### src/rtl/hazard_stall_ctrl_if.sv
// D-stage hazard bundle between the pipeline and the stall controller.
// master = pipeline side, slave = stall controller.
interface hazard_stall_ctrl_if;
  logic [4:0] D_rs;
  logic [4:0] D_rt;
  logic [1:0] D_Tuse_rs;
  logic [1:0] D_Tuse_rt;
  logic       D_md;
  logic [4:0] E_A3;
  logic [1:0] E_Tnew;
  logic [4:0] M_A3;
  logic [1:0] M_Tnew;
  logic       E_md_start;
  logic       E_md_div;
  logic       pc_we;
  logic       if_id_we;
  logic       id_ex_clr;
  logic       md_busy;
  logic       stall;

  modport master (
    output D_rs, D_rt, D_Tuse_rs, D_Tuse_rt, D_md,
    output E_A3, E_Tnew, M_A3, M_Tnew,
    output E_md_start, E_md_div,
    input  pc_we, if_id_we, id_ex_clr, md_busy, stall
  );

  modport slave (
    input  D_rs, D_rt, D_Tuse_rs, D_Tuse_rt, D_md,
    input  E_A3, E_Tnew, M_A3, M_Tnew,
    input  E_md_start, E_md_div,
    output pc_we, if_id_we, id_ex_clr, md_busy, stall
  );
endinterface

### src/rtl/hazard_stall_ctrl.sv
// Stall controller: Tuse/Tnew data hazards plus mult/div busy window.
// HAZARD_STALL_CNT_EN adds saturating stall_cycles/md_stall_cycles counters.
module hazard_stall_ctrl #(
  parameter int MULT_CYCLES = 5,
  parameter int DIV_CYCLES  = 10,
  parameter int CNT_W       = 4
) (
  input  logic clk,
  input  logic reset,
  hazard_stall_ctrl_if.slave bus
`ifdef HAZARD_STALL_CNT_EN
  ,
  output logic [31:0] stall_cycles,
  output logic [31:0] md_stall_cycles
`endif
);

  localparam logic [CNT_W-1:0] MULT_LD = CNT_W'(MULT_CYCLES);
  localparam logic [CNT_W-1:0] DIV_LD  = CNT_W'(DIV_CYCLES);

  logic [CNT_W-1:0] cnt;
  logic stall_rs;
  logic stall_rt;
  logic stall_md;
  logic stall;

  always_comb begin
    stall_rs = (bus.D_rs != 5'd0) &
      (((bus.D_rs == bus.E_A3) & (bus.D_Tuse_rs < bus.E_Tnew)) |
       ((bus.D_rs == bus.M_A3) & (bus.D_Tuse_rs < bus.M_Tnew)));
    stall_rt = (bus.D_rt != 5'd0) &
      (((bus.D_rt == bus.E_A3) & (bus.D_Tuse_rt < bus.E_Tnew)) |
       ((bus.D_rt == bus.M_A3) & (bus.D_Tuse_rt < bus.M_Tnew)));
    stall_md = bus.D_md & (bus.E_md_start | (cnt != '0));
    stall    = stall_rs | stall_rt | stall_md;
  end

  assign bus.md_busy   = (cnt != '0);
  assign bus.stall     = stall;
  assign bus.pc_we     = ~stall;
  assign bus.if_id_we  = ~stall;
  assign bus.id_ex_clr = stall;

  // A start seen while busy is dropped; the running count keeps going.
  always_ff @(posedge clk) begin
    if (reset) begin
      cnt <= '0;
    end else if (bus.E_md_start && (cnt == '0)) begin
      cnt <= bus.E_md_div ? DIV_LD : MULT_LD;
    end else if (cnt != '0) begin
      cnt <= cnt - 1'b1;
    end
  end

`ifdef HAZARD_STALL_CNT_EN
  always_ff @(posedge clk) begin
    if (reset) begin
      stall_cycles    <= '0;
      md_stall_cycles <= '0;
    end else begin
      if (stall && (stall_cycles != 32'hFFFF_FFFF))
        stall_cycles <= stall_cycles + 32'd1;
      if (stall_md && (md_stall_cycles != 32'hFFFF_FFFF))
        md_stall_cycles <= md_stall_cycles + 32'd1;
    end
  end
`endif

endmodule
### src/flat_wrapper.sv
// flat-port wrapper written by rule: the top's interface ports become plain ports
module hazard_stall_ctrl_flat 
#(
  parameter int MULT_CYCLES = 5,
  parameter int DIV_CYCLES  = 10,
  parameter int CNT_W       = 4
)
  (clk, reset, bus_D_rs, bus_D_rt, bus_D_Tuse_rs, bus_D_Tuse_rt, bus_D_md, bus_E_A3, bus_E_Tnew, bus_M_A3, bus_M_Tnew, bus_E_md_start, bus_E_md_div, bus_pc_we, bus_if_id_we, bus_id_ex_clr, bus_md_busy, bus_stall);
  hazard_stall_ctrl_if bus_i ();
  input  logic clk;
  input  logic reset;
  input wire logic [$bits(bus_i.D_rs)-1:0] bus_D_rs;
  input wire logic [$bits(bus_i.D_rt)-1:0] bus_D_rt;
  input wire logic [$bits(bus_i.D_Tuse_rs)-1:0] bus_D_Tuse_rs;
  input wire logic [$bits(bus_i.D_Tuse_rt)-1:0] bus_D_Tuse_rt;
  input wire logic [$bits(bus_i.D_md)-1:0] bus_D_md;
  input wire logic [$bits(bus_i.E_A3)-1:0] bus_E_A3;
  input wire logic [$bits(bus_i.E_Tnew)-1:0] bus_E_Tnew;
  input wire logic [$bits(bus_i.M_A3)-1:0] bus_M_A3;
  input wire logic [$bits(bus_i.M_Tnew)-1:0] bus_M_Tnew;
  input wire logic [$bits(bus_i.E_md_start)-1:0] bus_E_md_start;
  input wire logic [$bits(bus_i.E_md_div)-1:0] bus_E_md_div;
  output wire logic [$bits(bus_i.pc_we)-1:0] bus_pc_we;
  output wire logic [$bits(bus_i.if_id_we)-1:0] bus_if_id_we;
  output wire logic [$bits(bus_i.id_ex_clr)-1:0] bus_id_ex_clr;
  output wire logic [$bits(bus_i.md_busy)-1:0] bus_md_busy;
  output wire logic [$bits(bus_i.stall)-1:0] bus_stall;
  assign bus_i.D_rs = bus_D_rs;
  assign bus_i.D_rt = bus_D_rt;
  assign bus_i.D_Tuse_rs = bus_D_Tuse_rs;
  assign bus_i.D_Tuse_rt = bus_D_Tuse_rt;
  assign bus_i.D_md = bus_D_md;
  assign bus_i.E_A3 = bus_E_A3;
  assign bus_i.E_Tnew = bus_E_Tnew;
  assign bus_i.M_A3 = bus_M_A3;
  assign bus_i.M_Tnew = bus_M_Tnew;
  assign bus_i.E_md_start = bus_E_md_start;
  assign bus_i.E_md_div = bus_E_md_div;
  assign bus_pc_we = bus_i.pc_we;
  assign bus_if_id_we = bus_i.if_id_we;
  assign bus_id_ex_clr = bus_i.id_ex_clr;
  assign bus_md_busy = bus_i.md_busy;
  assign bus_stall = bus_i.stall;
  hazard_stall_ctrl #(.MULT_CYCLES(MULT_CYCLES), .DIV_CYCLES(DIV_CYCLES), .CNT_W(CNT_W)) u_core (.clk(clk), .reset(reset), .bus(bus_i));
endmodule
### config.mk
export PLATFORM = sky130hd
export DESIGN_NAME = hazard_stall_ctrl_flat
export DESIGN_NICKNAME = d
export VERILOG_FILES = /design/src/rtl/hazard_stall_ctrl_if.sv /design/src/rtl/hazard_stall_ctrl.sv /design/src/flat_wrapper.sv
export SDC_FILE = /design/constraint.sdc
export NUM_CORES = 1
export LEC_CHECK = 0
export ABC_CLOCK_PERIOD_IN_PS = 1300
export BUFFER_PORTS_ARGS = -buffer_cell sky130_fd_sc_hd__buf_4
export CORE_MARGIN = 8
export CORE_UTILIZATION = 37
export DETAILED_ROUTE_END_ITERATION = 6
export PLACE_DENSITY = 0.73
export SLEW_MARGIN = 30
export SYNTH_ARGS = -nofsm -noshare
export SYNTH_HDL_FRONTEND = slang
export SYNTH_SLANG_ARGS = --single-unit
### constraint.sdc
create_clock -name clk -period 1.3 [get_ports clk]
set_input_delay 0.065 -clock clk [delete_from_list [all_inputs] [get_ports clk]]
set_output_delay 0.065 -clock clk [all_outputs]
set_load 0.05 [all_outputs]
Yosys cells after proc, flatten, opt, wreduce, memory -nomap -nowiden
Cells that the tools add are included.

word-level totals
  word-level logic and storage cells = 32
  input port bits = 33
  register bits = 4
  output and inout bits = 5

cells by class
  mux-type cells = 3
  reductions and logical operators = 6
  equality and inequality tests = 4
  magnitude comparators = 4
  add/sub/neg operators = 1
  bitwise operators = 13

operators with widths
  kind                                              number
  == test 5 bit                                     4
  two-way mux 4 bit                                 3
  nonzero test 5 bit                                2
  < comparator 2 bit                                4
  AND 1 bit                                         7
  OR 1 bit                                          5
  zero test 4 bit                                   1
  nonzero test 4 bit                                1
  subtractor 4 x 1 -> 4 bit, second input constant  1
  nonzero test 2 bit                                1
  logical AND 1 bit                                 1
  inverter 1 bit                                    1

Longest topological paths before layout
  depth in word-level cells = 7
  gate-level depth with buffers = 7
  mapped depth without buffers = 6

Least setup slack after synthesis
Ideal clock, no wire load.

  path kind = register -> output
  from = reg u_core.cnt[0]
  to = out bus_stall
  buffers on the path = 1
  path slack = -0.808 ns
  stages on the path, launching flop included = 7
  required time = 1.235 ns
  arrival = 2.043 ns
  cells stage by stage = dfxtp_1 -> inv_1 -> ha_1 -> nand2_1 -> o21ai_0 -> nand3_1 -> buf_4

on the way
  longest elaborated chain between the ends = 4

ends and longest elaborated chain
  item                    RTL line                 text
  start, declared         hazard_stall_ctrl.sv:21  logic [CNT_W-1:0] cnt;
  start signal, assigned  hazard_stall_ctrl.sv:49  cnt <= bus.E_md_div ? DIV_LD : MULT_LD;
  start signal, assigned  hazard_stall_ctrl.sv:51  cnt <= cnt - 1'b1;
  nonzero test 4 bit      -
  via bus_md_busy         flat_wrapper.sv:26       output wire logic [$bits(bus_i.md_busy)-1:0] bus_md_busy;
  OR 1 bit                hazard_stall_ctrl.sv:34  stall_md = bus.D_md & (bus.E_md_start | (cnt != '0));
  AND 1 bit               hazard_stall_ctrl.sv:34
  OR 1 bit                hazard_stall_ctrl.sv:35  stall = stall_rs | stall_rt | stall_md;
  end, declared           flat_wrapper.sv:27       output wire logic [$bits(bus_i.stall)-1:0] bus_stall;

The timed path passes the listed nets, and every way through them passes these cells.

Worst setup path after layout
  from = in bus_D_Tuse_rt[1]
  to = out bus_if_id_we

on the way
  longest elaborated chain between the ends = 7
  elaborated cells between the ends (all ways) = 9
  those cells by class = order compare (2); bitwise (7)

ends and longest elaborated chain
  item                                   RTL line                                          text
  start, declared                        flat_wrapper.sv:15                                input wire logic [$bits(bus_i.D_Tuse_rt)-1:0] bus_D_Tuse_rt;
  < comparator 2 bit (on tied branches)  hazard_stall_ctrl.sv:32, hazard_stall_ctrl.sv:33
  AND 1 bit (on tied branches)           hazard_stall_ctrl.sv:32, hazard_stall_ctrl.sv:33
  OR 1 bit *                             hazard_stall_ctrl.sv:32                           (((bus.D_rt == bus.E_A3) & (bus.D_Tuse_rt < bus.E_Tnew)) |
  AND 1 bit *                            hazard_stall_ctrl.sv:31                           stall_rt = (bus.D_rt != 5'd0) &
  OR 1 bit * (2 in a row)                hazard_stall_ctrl.sv:35
  inverter 1 bit *                       hazard_stall_ctrl.sv:41                           assign bus.if_id_we = ~stall;
  end, declared                          flat_wrapper.sv:24                                output wire logic [$bits(bus_i.if_id_we)-1:0] bus_if_id_we;

Mark *: on every way between the ends. The rest lies on a longest branch, timed or not.

==> results list <==
- No sink is reached through more buffers than the 2 on the longest clock path.
- The critical path in this run is classified as in -> out.
* Post-DRT Antenna Nets: 0
- Data on the critical path is required at its endpoint by 1.24 ns.
- In this run the worst path has a maximum fanout of 2.
- Fraction of synthesized cell area in xor and xnor cells: 0.314
- The largest individual stage delay along the critical path comes from the cell nor4_1.
* Final-report hold violation count: 0
- After synthesis, the share of cell area in mux cells is 0.
- Number of global-route vias before repair: 783
- Max-slew violation count: 0
- In this run the horizontal extent of the chip is 56.7 um.
* Cell accounting for the most synthesized area: xnor2_1
- By area, the combinational part of the netlist is dominated by XOR/XNOR gates.
- Measured against its own limit, the worst slew margin works out to 0.751.
* Fraction of the yosys area taken by sequential cells: 0.130
- Areal power density over the cells: 1270 nW/um2
- Area of the placeable core: between 1500 and 2000 um2
* Adder-cell area share of the yosys netlist: 0.122
- Of the total power, combinational logic draws 0.750.
- Traced cell by cell, the critical path runs through buf_4, ha_1, nor4_1, nand4_1, o2bb2ai_2, and3_4, buf_8.
- Number of DRC markers after the initial detailed-route iteration: 15
- Number of placed I/O pins: 38
- Final hold analysis gives a worst-case slack of 0.000911 ns.
* Via count of the routed design: 748
* Site row count: 14
- The routed design has 2.50 mm of wire.
* Pin count of the biggest net entering global routing: 9
- The register with the most flip-flops in the layout has 4 of them.
- Synthesis instantiated 21 different standard cells from the library.
- Setup slack on the worst flop-to-flop path: about 0.030 ns
* Peak ir drop on the vdd network: about 1.1 mV
- For the finished layout, the period the worst path requires is 1.58 ns.
- Layout net count: 169
- Maximum clock rate: 635 MHz
- Final routed wire length divided by cell count: ~17 um
- The Yosys step of the flow raised 0 warnings.
- In this run the worst hold path is classified as in -> reg.
* Post-Syn Instances: 71
- Setup TNS after final layout: -0.934 ns
- Overall die height: around 57 um
- Overall fraction of global-route tracks in use: 0.127
- Clock Pin Slew Worst Setup and Hold Paths: 0.05 ns
- The share of total power dissipated in sequential elements is 0.145.
* Clk Tree Root Cell: clkbuf_4
* Cell-internal power: 0.861 mW
- Registers with the highest flip-flop counts: u_core.cnt: 4 flops
- Antenna violations before repair: 0
* Critical Path Start Type: primary input
- Detailed placement ended at an HPWL of 1.89 mm.
* Measured slew at the worst slew-check pin: 0.370 ns
- Between clock sinks in the finished design, the worst skew comes to 0.0104 ns.
- Of the cells placed in the final design, the portion with a size suffix greater than 1 is 0.633.
- Unrepaired setup endpoints after global routing: true
- Worst path arrival time: 1.51 ns
* Violations in the final reports: negative setup slack
* Sw Pwr: 0.746 mW
* Routability cong.: 0.867
- After filler insertion, the fill cell instance count of the layout stands at 97.
- Number of optimization iterations in the first detailed-route pass: 4
* Synthesized netlist net count: 110
- Category of the worst setup path capture point: output pin
- Counting flops per register, the top entry is u_core.cnt.
- Count of final setup violators: 4
- Of the total power, the clock network draws 0.104.
* GRT overflow: 0
- For this configuration, the core starts out at a cell density of 0.403.
- Number of violations of the max-capacitance limit: 0
- Number of I/O port buffers: 37
- Run status: complete, but fails checks
* Final core area utilization: 0.829
- Of the total power, the share spent switching nets is 0.464.
- LEAKAGE: 0.533 nW
- Peak per-stage delay on the critical path: between 0.3 and 0.4 ns
- Of the post-synthesis cell area, the dominant cell type holds 0.185.
- Number of DRC violations after detailed routing: 0
* Insertion delay to the later sink of the worst-skew pair: 0.25 ns
- TritonCTS built the clock tree.
- The compound-gate portion of the synthesized area was 0.216.
- Antenna Cells: 0
- Area of the die: 3220 um2
* Post-synth ARST share: 0
* Number of enable-type register cells in the synthesized netlist: 0
- The most used flip-flop cell after synthesis is dfxtp_1.
* Worst Setup Slack, final: -0.275 ns
- Of the total synthesized cell area, the portion taken by AND, OR, NAND and NOR gates is 0.157.
- Number of CTS-inserted buffers: 3
- Final period utilization: 1.21
* Count of clock tree sinks: 4
- After synthesis the netlist holds a flip-flop and latch count of 4.
* Syn avg cell area: 8.65 um2
- CTS HTree Levels: 1
* Via/cell ratio: about 5.2
- From synthesis to final layout, the design area changed by 106%.
* Top cells by area in the synthesized netlist: xnor2_1, dfxtp_1, xor2_1
- Mapped cell area: 614 um2
- The first global-routing pass estimated approximately 3.4 mm of wire.
## final timing paths
check / cells after the start / end / start
worst max register to register: 7 / u_core.cnt[3]$_SDFFE_PP0P_ / u_core.cnt[1]$_SDFFE_PP0P_
worst max-delay path: 7 / bus_if_id_we / bus_D_Tuse_rt[1]
worst min-delay path: 2 / u_core.cnt[0]$_SDFFE_PP0P_ / reset
worst min register to register: 3 / u_core.cnt[0]$_SDFFE_PP0P_ / u_core.cnt[0]$_SDFFE_PP0P_
## critical path: cells and delay by family
kind                       cells  cell delay (ns)
and+or+nand+nor                3             0.77
buffers and inverters          2             0.27
adders and majority gates      1             0.20
AOI/OAI and AO/OA              1             0.20
## final cells by class
type / count / area [um2] / share of cell area
multi-input combinational: 59 / 651 / 0.515
clock buffer: 3 / 22.5 / 0.0178
sequential: 4 / 81.3 / 0.0644
tap: 16 / 20.0 / 0.0158
inverter: 6 / 27.5 / 0.0218
timing repair buffer: 56 / 462 / 0.365
## timing repair
action	CTS	global route
hold buffers	0	0
pin swaps	5	10
gates resized for setup	13	5
buffers inserted	0	4
setup endpoints to repair	4	6
## logic make-up (layout without fill, tap and decap cells)
group | count (synthesis) | after routing
compound gates | 14 | 14
xor+xnor | 22 | 22
fa+ha+maj | 6 | 6
buf+inv | 8 | 65
flops | 4 | 4
simple gates | 17 | 17
## Yosys cell counts, types with 2 or more instances
cell and number:
o2bb2ai_1 2, a2111oi_2 2, xnor2_1 13, buf_4 2, ha_1 6, o21ai_0 2, nand4_1 4, inv_1 6
nand2b_1 3, nor2_1 3, a21oi_1 2, dfxtp_1 4, a211oi_1 5, or4_1 2, xor2_1 9
## cell usage in the layout (no fill, tap or decap), types with 3 or more instances in the layout
master / synthesis / final
buf_6: 0 / 3
buf_8: 0 / 4
buf_4: 2 / 49
nand4_1: 4 / 4
xnor2_1: 13 / 13
clkbuf_4: 0 / 3
a211oi_1: 5 / 3
a2111oi_4: 1 / 3
nand2b_1: 3 / 3
xor2_1: 9 / 9
ha_4: 0 / 4
dfxtp_1: 4 / 3
## per-layer routing
| metal | GRT usage | share of wire |
|---|---|---|
| met1 | 0.144 | 0.40 |
| met2 | 0.227 | 0.52 |
| met3 | 0.0494 | 0.054 |
| met4 | 0.0101 | 0.027 |
| met5 | 0 | 0 |
## power groups by stage
stage          registers, mW  logic, mW  clock network [mW]
2_1_floorplan          0.219      0.707                   0
3_3_place_gp           0.225      0.954                   0
3_5_place_dp           0.227      0.972                   0
4_1_cts                0.225       1.04               0.161
5_1_grt                0.237       1.28               0.183
6_report               0.234       1.21               0.168
## through the flow
stage | setup WS [ns] | area, um2 | power (mW) | std cells
6_report | -0.275 | 1260 | 1.61 | 144
5_1_grt | -0.290 | 1260 | 1.70 | 144
4_1_cts | -0.197 | 1210 | 1.43 | 140
3_5_place_dp | -0.270 | 1130 | 1.20 | 137
3_3_place_gp | -0.272 | 1130 | 1.18 | 137
2_1_floorplan | -0.0861 | 743 | 0.927 | 71
Power figures use the tool's default switching activity.
